File: config.mk
export PLATFORM = sky130hd
export DESIGN_NAME = reg_file_sb
export DESIGN_NICKNAME = d
export VERILOG_FILES = /design/src/rtl/rf_pkg.sv /design/src/rtl/rf_scoreboard.sv /design/src/rtl/reg_file_sb.sv
export SDC_FILE = /design/constraint.sdc
export NUM_CORES = 2
export LEC_CHECK = 0
export CAP_MARGIN = 20
export CORE_UTILIZATION = 35
export CTS_BUF_LIST = sky130_fd_sc_hd__clkbuf_8
export DETAILED_ROUTE_END_ITERATION = 6
export PLACE_DENSITY_LB_ADDON = 0.3
export SYNTH_ARGS = -nofsm -noshare
export SYNTH_HDL_FRONTEND = slang
export SYNTH_SLANG_ARGS = --single-unit
File: constraint.sdc
create_clock -name clk -period 16.6 [get_ports clk]
set_input_delay 2.49 -clock clk [delete_from_list [all_inputs] [get_ports clk]]
set_output_delay 2.49 -clock clk [all_outputs]
set_load 0.02 [all_outputs]
File: src/rtl/rf_pkg.sv
// rtl/rf_pkg.sv - default sizes, register typedefs and address helper for the register file
package rf_pkg;

  localparam int DEF_XLEN  = 64;
  localparam int DEF_NREGS = 32;
  localparam int DEF_NRD   = 2;
  localparam int DEF_AW    = $clog2(DEF_NREGS);

  typedef logic [DEF_AW-1:0]   reg_addr_t;
  typedef logic [DEF_XLEN-1:0] reg_data_t;

  // Register 0 is hardwired zero and indices past the file are ignored.
  function automatic logic addr_ok(input int unsigned addr, input int unsigned nregs);
    return (addr != 0) && (addr < nregs);
  endfunction

endpackage

File: src/rtl/rf_scoreboard.sv
// rtl/rf_scoreboard.sv - per-register pending-write flags and running count of busy registers
module rf_scoreboard
  import rf_pkg::*;
#(
  parameter int NREGS = DEF_NREGS,
  parameter int AW    = $clog2(NREGS)
) (
  input  logic             clk,
  input  logic             reset,
  input  logic             issue_valid,
  input  logic [AW-1:0]    issue_rd,
  input  logic             we,
  input  logic [AW-1:0]    wr_addr,
  output logic [NREGS-1:0] busy,
  output logic [AW:0]      busy_count
);

  localparam logic [AW:0] ONE = (AW + 1)'(1);

  logic set_ok;
  logic clr_ok;
  logic set_new;
  logic clr_eff;

  // Count moves only on real 0->1 / 1->0 transitions; an issue to the register
  // being written in the same cycle keeps it busy, so that clear never lands.
  always_comb begin
    set_ok  = issue_valid && addr_ok(32'(issue_rd), NREGS);
    clr_ok  = we && addr_ok(32'(wr_addr), NREGS);
    set_new = set_ok && !busy[issue_rd];
    clr_eff = clr_ok && busy[wr_addr] && !(set_ok && (issue_rd == wr_addr));
  end

  always_ff @(posedge clk) begin
    if (reset) begin
      busy       <= '0;
      busy_count <= '0;
    end else begin
      if (clr_ok) busy[wr_addr] <= 1'b0;
      if (set_ok) busy[issue_rd] <= 1'b1;
      case ({set_new, clr_eff})
        2'b10:   busy_count <= busy_count + ONE;
        2'b01:   busy_count <= busy_count - ONE;
        default: busy_count <= busy_count;
      endcase
    end
  end

endmodule

File: src/rtl/reg_file_sb.sv
// rtl/reg_file_sb.sv - multi-port register file with write forwarding and issue scoreboard
module reg_file_sb
  import rf_pkg::*;
#(
  parameter int XLEN   = DEF_XLEN,
  parameter int NREGS  = DEF_NREGS,
  parameter int NRD    = DEF_NRD,
  parameter int BYPASS = 1,
  localparam int AW    = $clog2(NREGS)
) (
  input  logic                clk,
  input  logic                reset,
  input  logic [NRD*AW-1:0]   rs_addr,
  output logic [NRD*XLEN-1:0] rd_data,
  output logic [NRD-1:0]      rs_busy,
  input  logic                we,
  input  logic [AW-1:0]       wr_addr,
  input  logic [XLEN-1:0]     wr_data,
  input  logic                issue_valid,
  input  logic [AW-1:0]       issue_rd,
  output logic [AW:0]         busy_count
);

  logic [XLEN-1:0]  regs [NREGS];
  logic [NREGS-1:0] busy;
  logic             wr_ok;
  logic [AW-1:0]    ra;
  logic             fwd;

  assign wr_ok = we && addr_ok(32'(wr_addr), NREGS);

  always_ff @(posedge clk) begin
    if (reset) begin
      for (int k = 0; k < NREGS; k++) regs[k] <= '0;
    end else if (wr_ok) begin
      regs[wr_addr] <= wr_data;
    end
  end

  // A forwarded write also hides the busy flag: the consumer already has the value.
  always_comb begin
    rd_data = '0;
    rs_busy = '0;
    ra      = '0;
    fwd     = 1'b0;
    for (int i = 0; i < NRD; i++) begin
      ra  = rs_addr[i*AW +: AW];
      fwd = (BYPASS != 0) && wr_ok && (wr_addr == ra);
      if (addr_ok(32'(ra), NREGS)) begin
        rd_data[i*XLEN +: XLEN] = fwd ? wr_data : regs[ra];
        rs_busy[i]              = busy[ra] && !fwd;
      end
    end
  end

  rf_scoreboard #(
    .NREGS (NREGS),
    .AW    (AW)
  ) u_scoreboard (
    .clk         (clk),
    .reset       (reset),
    .issue_valid (issue_valid),
    .issue_rd    (issue_rd),
    .we          (we),
    .wr_addr     (wr_addr),
    .busy        (busy),
    .busy_count  (busy_count)
  );

endmodule

# Word level (Yosys, flattened, before mapping)
# Memory sizes are Yosys's and may differ from the RTL's.
# Index checks and enable logic that the tools add are counted.
[word_totals] ram_bits=2048 word_cells=71 input_bits=88 out_inout_bits=136 n_memories=1 ff_bits=38
[op_classes] muxes=30 n_reduce_logical=22 bitwise_logic=3 n_eq_ne=5 n_addsub=2 magnitude_cmp=6
[memory_table] name="regs" depth=32 width=64 read_ports=2 rd_clocked_by_memory_dff=0 wr=32 line_no="reg_file_sb.sv:24" rtl="logic [XLEN-1:0] regs [NREGS];"
[op_table] cell="$mux 64" count=5
[op_table] cell="$mux 32" count=3
[op_table] cell="$reduce_or 64->1" count=1
[op_table] cell="$and 32x32->32" count=1
[op_table] cell="$not 32->32" count=1
[op_table] cell="$or 32x32->32" count=1
[op_table] cell="$lt 5x6->1 const B" count=4
[op_table] cell="$bmux 1 s5" count=4
[op_table] cell="$reduce_bool 5->1" count=4
[op_table] cell="$eq 5x5->1" count=3
[op_table] cell="$mux 1" count=14
[op_table] cell="$logic_and 1x1->1" count=12
[op_table] cell="$pmux 6 s2" count=1
[op_table] cell="$demux 1 s5" count=2
[op_table] cell="$ge 5x1->1 const B" count=2
[op_table] cell="$add 6x1->6 const B" count=1
[op_table] cell="$sub 6x1->6 const B" count=1
[op_table] cell="$mux 5" count=1
[op_table] cell="$logic_not 1->1" count=4
[op_table] cell="$eq 2x1->1 const B" count=1
[op_table] cell="$eq 2x2->1 const B" count=1
[op_table] cell="$reduce_bool 2->1" count=1

# Longest topological paths before layout
[depth] ltp_word=10 ltp_mapped=14 ltp_nobuf=13

# Hierarchy
# Synthesis repeated with hierarchy kept, for this count alone.
[unflattened] cells_unflattened=7513 hier_area_um2=111612.0
[modules_own_cells] module="reg_file_sb" cells_each=7237 seq_area_each_um2=61499.0 area_per_inst_um2=109276.1 n_inst=1
[modules_own_cells] module="rf_scoreboard" cells_each=276 seq_area_each_um2=760.7 area_per_inst_um2=2336.0 n_inst=1

# Worst setup path after synthesis
# Ideal clock, no wire load.
[synth_path] kind="in2out" start="in wr_addr[2]" end="out rd_data[105]" arrival_ps=4694 slack_ps=9416 t_required_ps=14110 path_buffers=3 path_stages=7 cell_sequence="buf_4 or3_4 o31ai_4 nor4_2 clkbuf_1 buf_2 o41ai_1"
[synth_via] elab_chain_len=5 word_cells_on_any_way=6 cone_classes="eq/ne: 1; mux: 2; reduce/logical: 3"
[synth_rtl] element="start: declaration" line_no="reg_file_sb.sv:17" rtl="input logic [AW-1:0] wr_addr,"
[synth_rtl] element="$reduce_bool 5->1" line_no="rf_pkg.sv:14" rtl="return (addr != 0) && (addr < nregs);"
[synth_rtl] element="$logic_and 1x1->1" line_no="reg_file_sb.sv:30" rtl="assign wr_ok = we && addr_ok(32'(wr_addr), NREGS);"
[synth_rtl] element="$logic_and 1x1->1 (*)" line_no="reg_file_sb.sv:48" rtl="fwd = (BYPASS != 0) && wr_ok && (wr_addr == ra);"
[synth_rtl] element="$mux 64 (*)" line_no="reg_file_sb.sv:50" rtl="rd_data[i*XLEN +: XLEN] = fwd ? wr_data : regs[ra];"
[synth_rtl] element="$mux 64 (*)" line_no="reg_file_sb.sv:49" rtl="if (addr_ok(32'(ra), NREGS)) begin"
[synth_rtl] element="end: declaration" line_no="reg_file_sb.sv:14" rtl="output logic [NRD*XLEN-1:0] rd_data,"
# Mark *: on every way between the ends. The rest lies on a longest branch, timed or not.

# Worst setup path after layout
[layout_path] start="in rs_addr[5]" end="out rd_data[122]"
[layout_via] elab_chain_len=4 word_cells_on_any_way=6 cone_classes="eq/ne: 1; mux: 2; reduce/logical: 2; memory: 1"
[layout_rtl] element="start: declaration" line_no="reg_file_sb.sv:13" rtl="input logic [NRD*AW-1:0] rs_addr,"
[layout_rtl] element="branches (longest 3 deep; another with $mem_v2 32x64)"
[layout_rtl] element="$mux 64 (*)" line_no="reg_file_sb.sv:49"
# Every way passes the cells marked *.

==> impl_metrics.py <==
metrics = {
    "finish": {
        "nets": 7306,
        "final_cell_mix": "2048 x edfxtp_1, 1985 x and2_1, 1188 x mux4_2, 369 x clkbuf_8, 235 x buf_4",
        "final_common_cell": "edfxtp_1",
        "fin_area_um2": 125000,
        "drive_gt1_share_pct": 26.8,
        "area_growth_pct": 12.1,
        "fill_cells": 28920,
        "postLayoutCoreUtil_pct": 39.5,
    },
    "yosys": {
        "synth_ff_type": "edfxtp_1",
        "synthCells": 7088,
        "yosys_warnings": 0,
        "synth.cell_area_um2": 112000,
        "synthArstFlopShare_pct": 0,
        "syn_area_per_cell_um2": 15.8,
        "synth-edff-count": 2048,
        "synth-seq-cells": 2086,
        "synth_seq_area_share_pct": 55.7,
        "ys_types": 71,
    },
    "worst_setup_path": {
        "crit_family": "buffers and inverters",
        "worst-path-buf-inv": 5,
        "crit_path_max_fanout": 46,
        "r2r_slack_ns": 12.81,
        "worst_r2r_endpoint": "u_scoreboard.busy_count[5]$_SDFFE_PP0P_",
        "slowest_stage": "a2111oi_0",
        "path_cells": "buf_8 > buf_4 > buf_4 > buf_4 > mux4_2 > nand2_1 > and3_1 > a2111oi_0 > a221o_1 > clkdlybuf4s50_1",
        "cp.arrival_ns": 7.79,
        "worst_path_most_repeated_cell": "buf_4",
        "cp-end-kind": "output port",
        "cp-startpoint": "rs_addr[5]",
        "critical_path.endpoint": "rd_data[122]",
        "path_depth": 10,
        "ff2ff_path_depth": 11,
        "path_class": "in -> out",
        "critPathLaunchType": "input port",
        "critPathMaxStageDelay_ns": 0.87,
        "cp.required_ns": 14.11,
        "rr_startpoint": "u_scoreboard.busy[27]$_SDFF_PP0_",
    },
    "sta": {
        "clock.fmax_mhz": 97.3,
        "hold_viol_final": 0,
        "fin_skew_ns": 0.0122,
        "worstMarginPinSlew_ns": 1.27,
        "grt_setup_unrepaired": "false",
        "maxSlewViolCount": 0,
        "setup_viol": 0,
        "setup_tns_ns": 0,
        "post-route-period-util_pct": 61.9,
        "slew_headroom_pct": 14.1,
        "period_needed_ns": 10.28,
        "layout_setup_ws_ns": 6.32,
    },
    "clock_network": {
        "clk_pin_slew_ns": 0.06,
        "htree_levels": 5,
        "clk_latency_ns": 0.99,
        "post-cts-setup-buffers": 0,
        "cts_resized": 0,
        "clock_path_buffers": 4,
        "cts-hold-fix-buffers": 0,
        "cts-buffers-inserted": 357,
        "cts.sinks": 2086,
        "cts-root-buf": "clkbuf_8",
        "tritoncts": "done",
    },
    "place": {
        "dp_slack_ns": 6.32,
        "portBuffers": 223,
        "place.gp.congestion": 0.840,
        "placed_area_um2": 119000,
        "dp_hpwl_mm": 240,
    },
    "route": {
        "routed_wl_mm": 432,
        "antenna_left": 0,
        "route.detailed.drc": 0,
        "first_pass_iters": 6,
        "wl_per_cell_um": 36.9,
        "vias": 72829,
        "drt_iter0_drc": 11283,
        "routed_via_density": 6.23,
    },
    "global_route": {
        "grt_max_degree": 125,
        "overflow": 0,
        "first_global_vias": 72888,
        "grtUsageTotal_pct": 26.3,
        "antenna_found_initial": 56,
        "grt_pass1_wl_mm": 590,
    },
    "floorplan": {
        "ioPinCount": 224,
        "design.die.area_um2": 322000,
        "fp.coreArea_um2": 318000,
        "die_x_um": 567,
        "row_count": 207,
        "die_y_um": 567,
        "start_util_pct": 35.2,
    },
    "pwr": {
        "leakagePower_nw": 42.3,
        "finalPower_mw": 12.5,
        "vdd_drop_max_v": 0.0000667,
        "power_density_nw_per_um2": 99.8,
    },
    "min_path": {
        "hold_class": "reg -> reg",
    },
    "job": {
        "maxCapViolCount": 0,
    },
    "run_status": {
        "status": "complete, no violations",
    },
}
## per-stage QoR
stage,hold WS [ns],cells
floorplan,0.472,7151
CTS,0.502,11653
global route,0.532,11668
detailed placement,0.494,11026
global placement,0.483,11020
finish,0.496,11686
## per-layer routing
metal	vias to the layer above	track usage (%)	wire length (µm)
met1	38306	32.9	153000
met5	-	0	105
met4	16	14.5	26200
met2	5490	42.5	204000
li1	27814	-	-
met3	1203	5.55	48100
## worst reg2reg max path, delay by kind of cell (launching register included)
kind                       cells  cell delay (ns)
and+or+nand+nor                1             0.15
DFF                            1             0.34
adders and majority gates      2             0.62
muxes                          3             1.33
AOI/OAI and AO/OA              5             1.25
## where the power goes
group	switching, mW	internal [mW]
sequential	0.144	6.08
combinational	1.05	0.758
clock	2.24	2.24
total	3.44	9.08
## cell usage after synthesis, drive strengths merged (7+ instances only)
cell        n  area share (%)
mux2       18            0.18
and3       21            0.12
a21o       24            0.16
o21ai      59            0.26
o22ai      68            0.38
a211oi     11           0.074
xnor2      12           0.094
dfxtp      38            0.68
a221oi     40            0.31
a221o      80            0.72
nor3       11           0.049
mux4     1188              24
clkbuf    552             1.9
o221ai     13            0.10
mux2i     100            0.90
edfxtp   2048              55
inv        37            0.12
a31oi      10           0.056
nor2      141            0.51
a2111oi     8           0.063
a21oi      30            0.13
o41ai      31            0.29
or3        10           0.060
nand2     177            0.59
nand3      15           0.067
nand2b     10           0.056
a32o        7           0.063
and2     1985              11
buf       223             1.2
nor2b      28            0.16
o21bai      8           0.054
## state kept, by name, indices dropped and copies added (netlist names)
| register | cells |
|---|---|
| u_scoreboard.busy | 32 |
| regs | 2048 |
| u_scoreboard.busy_count | 6 |
## cell type report
type / instances / area [µm²] / area share [%]
sequential: 2086 / 62300 / 49.7
timing repair buffer: 477 / 4420 / 3.52
clock buffer: 367 / 5050 / 4.03
clock inverter: 260 / 1420 / 1.13
antenna: 26 / 65.1 / 0.0519
tap: 4180 / 5230 / 4.17
multi-input combinational: 4253 / 46800 / 37.3
inverter: 37 / 159 / 0.127
## how the worst min path moves through the flow
stage / slack [ns] / cells after the start / startpoint / end
6_report: 0.50 / 2 / u_scoreboard.busy_count[2]$_SDFFE_PP0P_ / u_scoreboard.busy_count[2]$_SDFFE_PP0P_
5_1_grt: 0.53 / 2 / u_scoreboard.busy_count[4]$_SDFFE_PP0P_ / u_scoreboard.busy_count[4]$_SDFFE_PP0P_
4_1_cts: 0.50 / 2 / u_scoreboard.busy_count[2]$_SDFFE_PP0P_ / u_scoreboard.busy_count[2]$_SDFFE_PP0P_
3_5_place_dp: 0.49 / 2 / u_scoreboard.busy_count[2]$_SDFFE_PP0P_ / u_scoreboard.busy_count[2]$_SDFFE_PP0P_
3_3_place_gp: 0.48 / 2 / u_scoreboard.busy_count[3]$_SDFFE_PP0P_ / u_scoreboard.busy_count[3]$_SDFFE_PP0P_
2_1_floorplan: 0.47 / 2 / u_scoreboard.busy[10]$_SDFF_PP0_ / u_scoreboard.busy[10]$_SDFF_PP0_
## cells by family after synthesis
logic type               Yosys count  share of synthesized area, %
AO/OA/AOI/OAI                    430                          3.00
XOR/XNOR                          18                         0.141
adder cells (fa/ha/maj)            6                        0.0739
buffers and inverters            812                          3.16
flip-flops                      2086                          55.7
multiplexers                    1306                          25.0
other                              1                       0.00335
AND/OR/NAND/NOR                 2429                          12.9
Note: power is estimated with default switching activity, not from simulation.
